==> src/rtl/imm_gen_pipe_if.sv <==
// ---------------------------------------------------------------------------
// imm_gen_pipe_if
// Handshake bundle for the pipelined immediate generator.
//   Upstream side : in_valid / in_ready, in_imm (instr[31:7]), in_src, in_tag
//   Downstream    : out_valid / out_ready, out_imm, out_illegal, out_tag
// Modports
//   master : the driver of instructions and consumer of results (bench/decoder)
//   slave  : the immediate generator itself
// Parameters must match the XLEN/TAG_W of the attached imm_gen_pipe.
// ---------------------------------------------------------------------------
interface imm_gen_pipe_if #(
    parameter int XLEN  = 32,
    parameter int TAG_W = 32
);
    logic             in_valid;
    logic             in_ready;
    logic [24:0]      in_imm;
    logic [2:0]       in_src;
    logic [TAG_W-1:0] in_tag;

    logic             out_valid;
    logic             out_ready;
    logic [XLEN-1:0]  out_imm;
    logic             out_illegal;
    logic [TAG_W-1:0] out_tag;

    modport master (
        output in_valid, in_imm, in_src, in_tag, out_ready,
        input  in_ready, out_valid, out_imm, out_illegal, out_tag
    );

    modport slave (
        input  in_valid, in_imm, in_src, in_tag, out_ready,
        output in_ready, out_valid, out_imm, out_illegal, out_tag
    );
endinterface

==> src/rtl/imm_gen_pipe.sv <==
// ---------------------------------------------------------------------------
// imm_gen_pipe
// Pipelined RISC-V immediate generator for the decode stage. The immediate is
// extracted and extended combinationally from instr[31:7] and registered into
// stage 0; it then walks STAGES register stages together with its illegal flag
// and sideband tag. Each stage has its own valid bit, so bubbles are squeezed
// out while the downstream consumer is stalled.
//
// Ports
//   i_clk    rising-edge clock
//   i_rst_n  asynchronous active-low reset (clears valids and output data)
//   i_flush  synchronous flush: drops every in-flight entry and refuses input
//   io_bus   imm_gen_pipe_if.slave -- valid/ready in, valid/ready out
//
// Parameters
//   XLEN   32 or 64; sign extension always fills bit XLEN-1
//   STAGES 1..4; latency is STAGES cycles when unstalled
//   TAG_W  sideband width, passed through untouched
//
// Format select (in_src):
//   000 I, 001 S, 101 B, 010 J, 011 U, 100 shamt, 110/111 reserved
// ---------------------------------------------------------------------------
module imm_gen_pipe #(
    parameter int XLEN   = 32,
    parameter int STAGES = 1,
    parameter int TAG_W  = 32
) (
    input  logic          i_clk,
    input  logic          i_rst_n,
    input  logic          i_flush,
    imm_gen_pipe_if.slave io_bus
);

    localparam logic [2:0] SRC_I  = 3'b000;
    localparam logic [2:0] SRC_S  = 3'b001;
    localparam logic [2:0] SRC_J  = 3'b010;
    localparam logic [2:0] SRC_U  = 3'b011;
    localparam logic [2:0] SRC_SH = 3'b100;
    localparam logic [2:0] SRC_B  = 3'b101;

    // -----------------------------------------------------------------------
    // Extension. in_imm[k] holds instr[k+7], so instr[n] is in_imm[n-7].
    // Every signed format is first assembled as a 32-bit two's-complement
    // value and then sign-cast to XLEN; for XLEN=64 that copies instr[31]
    // into bits 63:32, which is exactly the RV64 rule for U as well.
    // -----------------------------------------------------------------------
    logic [31:0]     w_imm32;
    logic [5:0]      w_shamt;
    logic [XLEN-1:0] w_imm;
    logic            w_ill;

    always_comb begin
        w_imm32 = '0;
        w_ill   = 1'b0;
        // RV64 shifts use a 6-bit shamt (instr[25:20]); RV32 only 5 bits.
        w_shamt = (XLEN == 64) ? io_bus.in_imm[18:13]
                               : {1'b0, io_bus.in_imm[17:13]};
        unique case (io_bus.in_src)
            SRC_I:  w_imm32 = {{20{io_bus.in_imm[24]}}, io_bus.in_imm[24:13]};
            SRC_S:  w_imm32 = {{20{io_bus.in_imm[24]}}, io_bus.in_imm[24:18],
                               io_bus.in_imm[4:0]};
            SRC_B:  w_imm32 = {{20{io_bus.in_imm[24]}}, io_bus.in_imm[0],
                               io_bus.in_imm[23:18], io_bus.in_imm[4:1], 1'b0};
            SRC_J:  w_imm32 = {{12{io_bus.in_imm[24]}}, io_bus.in_imm[12:5],
                               io_bus.in_imm[13], io_bus.in_imm[23:14], 1'b0};
            SRC_U:  w_imm32 = {io_bus.in_imm[24:5], 12'b0};
            SRC_SH: w_imm32 = '0;
            default: w_ill  = 1'b1;   // 110/111: reserved, immediate forced to 0
        endcase
        w_imm = XLEN'($signed(w_imm32));
        if (io_bus.in_src == SRC_SH) begin
            w_imm = XLEN'(w_shamt);   // shift amounts are never sign-extended
        end
    end

    // -----------------------------------------------------------------------
    // Pipeline registers
    // -----------------------------------------------------------------------
    logic [STAGES-1:0]            r_vld_pipe;
    logic [STAGES-1:0][XLEN-1:0]  r_imm;
    logic [STAGES-1:0]            r_ill;
    logic [STAGES-1:0][TAG_W-1:0] r_tag;

    // w_open[k]: stage k may load this cycle, i.e. it is empty or its current
    // content moves on. Walking from the output backwards, a stage opens when
    // it is empty or everything in front of it can move; this is what lets a
    // stalled pipe still close up bubbles.
    logic [STAGES-1:0] w_open;

    always_comb begin : open_chain
        logic w_nxt;
        w_nxt  = io_bus.out_ready;
        w_open = '0;
        for (int k = STAGES - 1; k >= 0; k--) begin
            w_nxt     = !r_vld_pipe[k] || w_nxt;
            w_open[k] = w_nxt;
        end
    end

    logic w_acc;
    assign io_bus.in_ready = !i_flush && w_open[0];
    assign w_acc           = io_bus.in_valid && io_bus.in_ready;

    // What each stage would load: the freshly extended immediate for stage 0,
    // the previous stage's registers otherwise.
    logic [STAGES-1:0]            w_src_vld;
    logic [STAGES-1:0][XLEN-1:0]  w_src_imm;
    logic [STAGES-1:0]            w_src_ill;
    logic [STAGES-1:0][TAG_W-1:0] w_src_tag;

    always_comb begin
        w_src_vld    = '0;
        w_src_imm    = '0;
        w_src_ill    = '0;
        w_src_tag    = '0;
        w_src_vld[0] = w_acc;
        w_src_imm[0] = w_imm;
        w_src_ill[0] = w_ill;
        w_src_tag[0] = io_bus.in_tag;
        for (int k = 1; k < STAGES; k++) begin
            w_src_vld[k] = r_vld_pipe[k-1];
            w_src_imm[k] = r_imm[k-1];
            w_src_ill[k] = r_ill[k-1];
            w_src_tag[k] = r_tag[k-1];
        end
    end

    // Flush only clears valids; data registers may hold stale values since
    // nothing downstream looks at them without a valid.
    always_ff @(posedge i_clk or negedge i_rst_n) begin
        if (!i_rst_n) begin
            r_vld_pipe <= '0;
            r_imm      <= '0;
            r_ill      <= '0;
            r_tag      <= '0;
        end else if (i_flush) begin
            r_vld_pipe <= '0;
        end else begin
            for (int k = 0; k < STAGES; k++) begin
                if (w_open[k]) begin
                    r_vld_pipe[k] <= w_src_vld[k];
                    // Data only moves with a valid, so a stalled output stays
                    // stable and an empty slot keeps its last contents.
                    if (w_src_vld[k]) begin
                        r_imm[k] <= w_src_imm[k];
                        r_ill[k] <= w_src_ill[k];
                        r_tag[k] <= w_src_tag[k];
                    end
                end
            end
        end
    end

    assign io_bus.out_valid   = r_vld_pipe[STAGES-1];
    assign io_bus.out_imm     = r_imm[STAGES-1];
    assign io_bus.out_illegal = r_ill[STAGES-1];
    assign io_bus.out_tag     = r_tag[STAGES-1];

endmodule

==> src/flat_wrapper.sv <==
// flat-port wrapper written by rule: the top's interface ports become plain ports
module imm_gen_pipe_flat 
#(
    parameter int XLEN   = 32,
    parameter int STAGES = 1,
    parameter int TAG_W  = 32
)
  (i_clk, i_rst_n, i_flush, io_bus_in_valid, io_bus_in_imm, io_bus_in_src, io_bus_in_tag, io_bus_out_ready, io_bus_in_ready, io_bus_out_valid, io_bus_out_imm, io_bus_out_illegal, io_bus_out_tag);
  imm_gen_pipe_if #(.XLEN(XLEN), .TAG_W(TAG_W)) io_bus_i ();
  input  logic i_clk;
  input  logic i_rst_n;
  input  logic i_flush;
  input wire logic [$bits(io_bus_i.in_valid)-1:0] io_bus_in_valid;
  input wire logic [$bits(io_bus_i.in_imm)-1:0] io_bus_in_imm;
  input wire logic [$bits(io_bus_i.in_src)-1:0] io_bus_in_src;
  input wire logic [$bits(io_bus_i.in_tag)-1:0] io_bus_in_tag;
  input wire logic [$bits(io_bus_i.out_ready)-1:0] io_bus_out_ready;
  output wire logic [$bits(io_bus_i.in_ready)-1:0] io_bus_in_ready;
  output wire logic [$bits(io_bus_i.out_valid)-1:0] io_bus_out_valid;
  output wire logic [$bits(io_bus_i.out_imm)-1:0] io_bus_out_imm;
  output wire logic [$bits(io_bus_i.out_illegal)-1:0] io_bus_out_illegal;
  output wire logic [$bits(io_bus_i.out_tag)-1:0] io_bus_out_tag;
  assign io_bus_i.in_valid = io_bus_in_valid;
  assign io_bus_i.in_imm = io_bus_in_imm;
  assign io_bus_i.in_src = io_bus_in_src;
  assign io_bus_i.in_tag = io_bus_in_tag;
  assign io_bus_i.out_ready = io_bus_out_ready;
  assign io_bus_in_ready = io_bus_i.in_ready;
  assign io_bus_out_valid = io_bus_i.out_valid;
  assign io_bus_out_imm = io_bus_i.out_imm;
  assign io_bus_out_illegal = io_bus_i.out_illegal;
  assign io_bus_out_tag = io_bus_i.out_tag;
  imm_gen_pipe #(.XLEN(XLEN), .STAGES(STAGES), .TAG_W(TAG_W)) u_core (.i_clk(i_clk), .i_rst_n(i_rst_n), .i_flush(i_flush), .io_bus(io_bus_i));
endmodule
==> config.mk <==
export PLATFORM = sky130hd
export DESIGN_NAME = imm_gen_pipe_flat
export DESIGN_NICKNAME = d
export VERILOG_FILES = /design/src/rtl/imm_gen_pipe_if.sv /design/src/rtl/imm_gen_pipe.sv /design/src/flat_wrapper.sv
export SDC_FILE = /design/constraint.sdc
export NUM_CORES = 1
export LEC_CHECK = 0
export ABC_AREA = 1
export BUFFER_PORTS_ARGS = -buffer_cell sky130_fd_sc_hd__buf_4
export CORE_MARGIN = 2
export CORE_UTILIZATION = 50
export DETAILED_ROUTE_END_ITERATION = 7
export GPL_TIMING_DRIVEN = 0
export PLACE_DENSITY = 0.87
export SLEW_MARGIN = 20
export SYNTH_ARGS = -nofsm -noshare
export SYNTH_HDL_FRONTEND = slang
export SYNTH_SLANG_ARGS = --single-unit
==> constraint.sdc <==
create_clock -name i_clk -period 2 [get_ports i_clk]
set_clock_uncertainty 0.2 [all_clocks]
set_input_delay 0.5 -clock i_clk [delete_from_list [all_inputs] [get_ports i_clk]]
set_output_delay 0.5 -clock i_clk [all_outputs]
set_load 0.005 [all_outputs]
# After elaboration in Yosys (flattened, before gate mapping)

Cells that the tools add are included.

Register bits after elaboration: 66
Input bits: 65
Output and inout bits: 67
Word-level logic and storage cells: 24

Equality and inequality tests: 5
Mux-type cells: 5
Bitwise operators: 1
Reductions and logical operators: 9

Operators by type and width:

| cell                                                 | count |
|---|---|
| one-hot mux 32 bit (5 select lines)                  | 1 |
| 2-to-1 mux 32 bit                                    | 1 |
| equality test 3 x 2 -> 1 bit (second input constant) | 2 |
| equality test 3 bit (second input constant)          | 2 |
| OR reduction 6 bit                                   | 1 |
| equality test 3 x 1 -> 1 bit (second input constant) | 1 |
| zero test 3 bit                                      | 1 |
| 2-to-1 mux 1 bit                                     | 3 |
| AND reduction 3 bit                                  | 1 |
| logical AND 1 bit                                    | 2 |
| zero test 1 bit                                      | 2 |
| nonzero test 2 bit                                   | 1 |
| logical OR 1 bit                                     | 1 |
| NOT 1 bit                                            | 1 |

# Longest topological paths before layout

Gate-level depths: netlist of run 1.

Depth after elaboration: 6
Mapped depth: 8
Depth with buffers taken out: 6

# Least setup slack after synthesis of run 1

No wires, ideal clock.

Path type: in2reg
Start: input port i_flush
End: register u_core.r_imm, in the netlist u_core.io_bus.out_imm[14]
Library setup time: 0.117 ns
Data arrival time: 1.177 ns
Required time: 1.683 ns
Slack: 0.506 ns
Cell stages on the path: 5
Buffers on the path: 2
Path through: nand3b_2 > buf_2 > buf_4 > nand2_1 > nand2_1

Cells in the longest elaborated chain, start to end: 4
Elaborated cells between the ends (all ways): 5
Those cells by class: bitwise (1); reduce/logical (4)

Ends and longest elaborated chain:

| element                                | RTL line            | text |
|---|---|---|
| start, declared                        | flat_wrapper.sv:12  | `input logic i_flush;` |
| zero test 1 bit                        | imm_gen_pipe.sv:101 | `assign io_bus.in_ready = !i_flush && w_open[0];` |
| logical AND 1 bit                      | imm_gen_pipe.sv:101 |  |
| logical AND 1 bit                      | imm_gen_pipe.sv:102 | `assign w_acc = io_bus.in_valid && io_bus.in_ready;` |
| AND reduction 3 bit (no source line) * | -                   |  |
| end signal, assigned by index          | imm_gen_pipe.sv:145 | `r_imm[k] <= w_src_imm[k];` |
| end, declared                          | imm_gen_pipe.sv:80  | `logic [STAGES-1:0][XLEN-1:0] r_imm;` |

Mark *: on every way between the ends. The rest lies on a longest branch, timed or not.
A chain may end at the register's enable or synchronous reset.

# Worst setup path after layout of run 1

Start: register u_core.r_vld_pipe (netlist: u_core.io_bus.out_valid)
End: output port io_bus_in_ready

Cells in the longest elaborated chain, start to end: 3

Ends and longest elaborated chain:

| element                         | RTL line            | text |
|---|---|---|
| start, declared                 | imm_gen_pipe.sv:79  | `logic [STAGES-1:0] r_vld_pipe;` |
| start signal, assigned by index | imm_gen_pipe.sv:141 | `r_vld_pipe[k] <= w_src_vld[k];` |
| zero test 1 bit                 | imm_gen_pipe.sv:95  | `w_nxt = !r_vld_pipe[k] \|\| w_nxt;` |
| logical OR 1 bit                | imm_gen_pipe.sv:95  |  |
| logical AND 1 bit               | imm_gen_pipe.sv:101 |  |
| end, declared                   | flat_wrapper.sv:18  | `output wire logic [$bits(io_bus_i.in_ready)-1:0] io_bus_in_ready;` |

No other way between the ends.

==> results.py, run 1 <==
metrics = {
    "status": {
        "status": "completed",
    },
    "placement": {
        "place_inst": 560,
        "gp_congestion": 0.776,
        "numPortBuffers": 129,
        "dpl.hpwl_mm": 5.75,
    },
    "worst_setup_path": {
        "end_kind": "output pin",
        "cp-startpoint": "u_core.io_bus.out_valid$_DFFE_PN0P_",
        "r2r-end": "u_core.io_bus.out_tag[0]$_DFFE_PN0P_",
        "worstPathArrival_ns": 1.10,
        "crit_buf_inv": 2,
        "critical_path_required_ns": 1.30,
        "startpoint_type": "register",
        "path_cells": "nand2_1 -> inv_1 -> nor2_1 -> buf_4",
        "crit_path_top_delay_cell": "dfrtp_1",
        "worst-r2r-setup-slack_ns": 0.48,
        "r2r_cells": 6,
        "cp_max_fo": 3,
        "crit_type": "register to output pin",
        "max_stage_delay_ns": 0.38,
        "crit_family": "flip-flops",
        "rr_startpoint": "u_core.io_bus.out_valid$_DFFE_PN0P_",
        "cp.depth": 4,
    },
    "synth": {
        "ys_seq_area_share_pct": 56.3,
        "syn_nets": 424,
        "synth_cell_type_count": 21,
        "yosys_register_bits": 66,
        "syn_area_sq_um": 2940,
        "synth_cells": 359,
        "yosysWarnings": 0,
        "postSynthAreaPerCell_sq_um": 8.18,
    },
    "floorplanning": {
        "fp.dieArea_sq_um": 6500,
        "ios": 132,
        "dieWidth_microns": 80.6,
        "coreArea_sq_um": 5570,
        "initial_core_util_pct": 52.7,
        "die_h_microns": 80.6,
        "fp-row-count": 27,
    },
    "grt": {
        "grt_pass1_wl_mm": 13.0,
        "grt_pass1_vias": 2871,
        "grt_usage_pct": 26.5,
        "grt_max_degree": 67,
        "grt_remaining_overflow": 0,
        "grt_antenna_before_repair": 0,
    },
    "timing": {
        "min_period_over_period_pct": 89.8,
        "finalSetupTns_ns": 0,
        "maxSlewHeadroom_pct": 45.4,
        "whs_ns": 0.0594,
        "finalMaxSlewViolations": 0,
        "setup_viol": 0,
        "period_needed_ns": 1.80,
        "finalHoldViolCount": 0,
        "max_freq_mhz": 557,
        "worst_pin_slew_ns": 0.819,
        "rsz0062_at_grt": "no",
    },
    "cells_and_area": {
        "area_growth_pct": 41.9,
        "drive_gt1_share_pct": 33.1,
        "final_cell_mix": "nand2_1, buf_4, dfrtp_1",
        "nNetsFinal": 564,
        "fin_util_pct": 74.7,
        "fillers": 425,
        "diodes": 0,
        "final_common_cell": "nand2_1",
        "stdcell_count": 576,
    },
    "clock_tree": {
        "cts_made_buffers": 9,
        "clock-sinks": 66,
        "cts_setup_buffers": 0,
        "hold_buffers": 0,
        "cts_tree": "yes",
        "clk_pin_slew_ns": 0.07,
        "clock_latency_ns": 0.34,
        "ctsResizeCount": 0,
        "clockBufferDepth": 2,
        "root_buffer": "clkbuf_8",
        "htreeDepth": 3,
    },
    "drt": {
        "routed_wl_mm": 7.82,
        "ant_nets": 0,
        "drt_first_pass_iters": 4,
        "drt-wirelength-per-cell_microns": 13.6,
        "route.detailed.drc": 0,
        "vias": 2783,
        "drt-vias-per-instance": 4.83,
        "drt-initial-drc-count": 118,
    },
    "pwr": {
        "ir_drop_uv": 620,
        "cellPowerDensity_nw_per_um2": 820,
        "p_leak_nw": 2.43,
        "total_power_w": 0.00342,
    },
    "hold_path": {
        "hold_path.class": "input pin to async pin",
    },
    "job": {
        "max-cap-violations": 0,
    },
}
## layer usage
layer / track usage, % / vias up / share of wire [%]
li1: - / 1384 / -
met1: 29.7 / 1250 / 37
met2: 44.3 / 129 / 49
met3: 10.3 / 20 / 12
met4: 12.4 / 0 / 2.4
met5: 0 / - / 0
## worst reg2reg max path, stage by stage (launching register included)
cell,delay (ns)
dfrtp_1,0.38
nand2_1,0.12
nand3b_2,0.16
buf_2,0.23
clkbuf_8,0.18
nand2_1,0.08
nand2_1,0.06
## worst max-delay path by stage
stage                                             to  slack [ns]
6_report                             io_bus_in_ready        0.20
5_1_grt                              io_bus_in_ready        0.12
4_1_cts                              io_bus_in_ready        0.19
3_5_place_dp    u_core.io_bus.out_imm[4]$_DFFE_PN0P_        0.16
3_3_place_gp   u_core.io_bus.out_illegal$_DFFE_PN0P_        0.23
2_1_floorplan  u_core.io_bus.out_imm[14]$_DFFE_PN0P_        0.51
## cell type report
cell class,count,area [sq um],area share (%)
Multi-Input combinational cell,260,1080,25.9
Buffer,19,151,3.63
Timing Repair Buffer,129,968,23.3
Clock buffer,11,141,3.39
Clock inverter,5,30.0,0.721
Inverter,14,52.6,1.26
Tap cell,72,90.1,2.16
Sequential cell,66,1650,39.7
## synthesized netlist by cell type (all sizes together)
cell | count | area (sq um)
clkbuf | 6 | 52.6
dfrtp | 66 | 1650
nor2 | 11 | 57.6
nand3b | 1 | 11.3
buf | 13 | 98.8
nand3 | 26 | 130
o2bb2ai | 1 | 8.76
a21oi | 2 | 10.0
inv | 14 | 52.6
o21ai | 9 | 48.8
a21boi | 4 | 30.0
nand2 | 203 | 764
nand4 | 3 | 18.8
## flip-flops by register name, indices dropped and copies added (netlist names)
register                   count
u_core.io_bus.out_tag         32
u_core.io_bus.out_imm         32
u_core.io_bus.out_valid        1
u_core.io_bus.out_illegal      1
## power by group
part	internal [W]	switching [W]
Combinational	0.000440	0.000363
Sequential	0.00153	0.000111
Clock	0.000477	0.000498
Total	0.00244	0.000972
## stage by stage
stage	area, sq um	setup WS, ns
after floorplan	2940	0.506
after global placement	3990	0.229
after CTS	4170	0.186
final	4170	0.204
after global routing	4170	0.115
after detailed placement	3990	0.163
## cell families after synthesis
kind of cell    after synthesis  share of synthesized area [%]
simple gates                244                           33.5
flops                        66                           56.3
buf+inv                      33                           6.95
compound gates               16                           3.33
Note: power is estimated with default switching activity, not from simulation.
==> run 2, diff against run 1 <==
ABC_AREA = not set   (was 1)
PLACE_DENSITY = 0.88   (was 0.87)
==> results.py, run 2 <==
metrics = {
    "cells_and_area": {
        "area_growth_pct": 44.2,
        "diodes": 0,
        "final_cell_mix": "buf_4, dfrtp_1, o21ai_0",
        "fillers": 374,
        "final_common_cell": "buf_4",
        "nNetsFinal": 434,
        "drive_gt1_share_pct": 52.1,
        "fin_util_pct": 74.5,
    },
    "synth": {
        "netlist_top_cells_area": "dfrtp_1, mux2_2, o21ai_0",
        "yosysWarnings": 0,
        "yosysTopAreaCell": "dfrtp_1",
        "ys_seq_area_share_pct": 58.4,
        "synth_edf_count": 0,
        "synth_top_area_share_pct": 58.4,
        "syn_area_sq_um": 2830,
        "syn_nets": 293,
        "synthArstFlopShare_pct": 100,
        "yosys_register_bits": 66,
        "postSynthAreaPerCell_sq_um": 12.4,
        "post-synth-top-count-cell": "dfrtp_1",
        "synth_cell_type_count": 33,
        "synth_ff_type": "dfrtp_1",
        "synth_cells": 228,
        "ys_top_cells_by_count": "dfrtp_1, o21ai_0, mux2_2",
    },
    "clock_tree": {
        "clk_pin_slew_ns": 0.07,
        "cts_tree": "yes",
        "clock_latency_ns": 0.33,
        "hold_buffers": 0,
        "clockBufferDepth": 2,
        "ctsResizeCount": 0,
        "htreeDepth": 3,
        "cts_made_buffers": 9,
        "root_buffer": "clkbuf_8",
        "clock-sinks": 66,
    },
    "timing": {
        "finalMaxSlewViolations": 0,
        "min_period_over_period_pct": 95.6,
        "fin_ws_ns": 0.0880,
        "finalHoldViolCount": 0,
        "setup_viol": 0,
        "maxSlewHeadroom_pct": 46.8,
        "worst_pin_slew_ns": 0.798,
        "max_freq_mhz": 523,
        "period_needed_ns": 1.91,
        "rsz0062_at_grt": "no",
    },
    "pwr": {
        "p_leak_nw": 1.97,
        "ir_drop_uv": 481,
        "cellPowerDensity_nw_per_um2": 851,
    },
    "floorplanning": {
        "fp.dieArea_sq_um": 6270,
        "coreArea_sq_um": 5470,
        "die_h_microns": 79.2,
        "fp-row-count": 27,
        "initial_core_util_pct": 51.7,
        "ios": 132,
        "dieWidth_microns": 79.2,
    },
    "drt": {
        "route.detailed.drc": 0,
        "vias": 2420,
        "drt-vias-per-instance": 5.43,
        "drt-initial-drc-count": 128,
        "drt_first_pass_iters": 4,
        "ant_nets": 0,
        "drt-wirelength-per-cell_microns": 17.0,
        "routed_wl_mm": 7.59,
    },
    "hold_path": {
        "hold_path.class": "input pin to async pin",
    },
    "worst_setup_path": {
        "max_stage_delay_ns": 0.36,
        "r2r_cells": 6,
        "r2r-end": "u_core.io_bus.out_imm[9]$_DFFE_PN0P_",
        "crit_path_top_delay_cell": "dfrtp_1",
        "worstPathArrival_ns": 1.21,
        "end_kind": "output pin",
        "worst-r2r-setup-slack_ns": 0.23,
        "cp-startpoint": "u_core.io_bus.out_valid$_DFFE_PN0P_",
        "startpoint_type": "register",
        "critical_path_required_ns": 1.30,
        "path_cells": "nor2b_4 -> nor2_1 -> buf_4",
        "crit_type": "register to output pin",
        "cp_max_fo": 11,
        "rr_startpoint": "u_core.io_bus.out_valid$_DFFE_PN0P_",
    },
    "status": {
        "status": "completed",
    },
    "grt": {
        "grt_usage_pct": 25.5,
        "grt_max_degree": 67,
        "grt_antenna_before_repair": 0,
        "grt_pass1_vias": 2428,
        "grt_pass1_wl_mm": 12.1,
        "grt_use_met1_pct": 33.1,
        "use_met2_pct": 41.4,
        "top_usage_layer": "met2",
        "grt_remaining_overflow": 0,
        "grt.met3_usage_pct": 6.14,
    },
    "job": {
        "max-cap-violations": 0,
    },
    "placement": {
        "dpl.hpwl_mm": 5.49,
        "gp_congestion": 0.762,
        "numPortBuffers": 130,
        "pre_cts_ws_ns": -0.0126,
    },
}
[run 2: cell types whose count changed after synthesis, sizes merged, moves of 8 or more]
cell,before,now
inv,14,2
o21ai,9,53
a22oi,0,14
nand2,203,2
mux2,0,32
a2bb2oi,0,8
nand3,26,0
[run 2: timing repair]
item	CTS	global route
cloned	0	0
endpoints found under the setup margin	1	1
buffers inserted	0	1
pin swaps	0	0
[run 2: layout make-up]
cell class	instances	area [sq um]	area share [%]
Buffer	21	120	2.94
Sequential cell	66	1650	40.5
Timing Repair Buffer	131	983	24.1
Tap cell	72	90.1	2.21
Clock buffer	12	155	3.80
Multi-Input combinational cell	138	1040	25.6
Inverter	2	7.51	0.184
Clock inverter	4	26.3	0.644
[run 2: how the worst max path moves through the flow]
stage	endpoint	slack, ns	depth (start not counted)
CTS	io_bus_in_ready	0.04	3
floorplan	io_bus_in_ready	0.37	3
finish	io_bus_in_ready	0.09	3
global route	io_bus_in_ready	0.007	3
detailed placement	io_bus_in_ready	-0.01	5
global placement	io_bus_in_ready	0.002	5
[run 2: cells by family after synthesis]
family / after synthesis / synth area share (%)
muxes: 33 / 13.2
AOI/OAI and AO/OA: 85 / 18.5
buffers and inverters: 24 / 4.65
and+or+nand+nor: 20 / 5.27
DFF: 66 / 58.4
[run 2: where the power goes]
group	internal [W]	switching [W]	total [W]
Sequential	0.00154	0.000112	0.00165
Clock	0.000515	0.000482	0.000997
Combinational	0.000501	0.000322	0.000822
Total	0.00255	0.000915	0.00347
[run 2: metrics by stage]
step                      total power, W  cells  area (sq um)  hold WS (ns)  setup TNS (ns)
after floorplan                  0.00196    228          2830       0.00441               0
after global placement           0.00246    430          3890         0.271               0
after detailed placement         0.00249    430          3890         0.281         -0.0126
after CTS                        0.00349    445          4070        0.0741               0
after global routing             0.00365    446          4080         0.118               0
final                            0.00347    446          4080        0.0461               0
[run 2: worst max-delay path: cells and delay by family, from the launching register on]
kind / cells / cell delay (ns)
buf+inv: 1 / 0.15
flops: 1 / 0.36
simple gates: 2 / 0.37
[run 2: routing by layer]
metal | share of wire (%) | wire, microns | vias up
met3 | 7.6 | 578 | 12
met2 | 51 | 3860 | 109
li1 | - | - | 1114
met4 | 1.5 | 116 | 0
met1 | 40 | 3040 | 1185
met5 | 0 | 0 | -
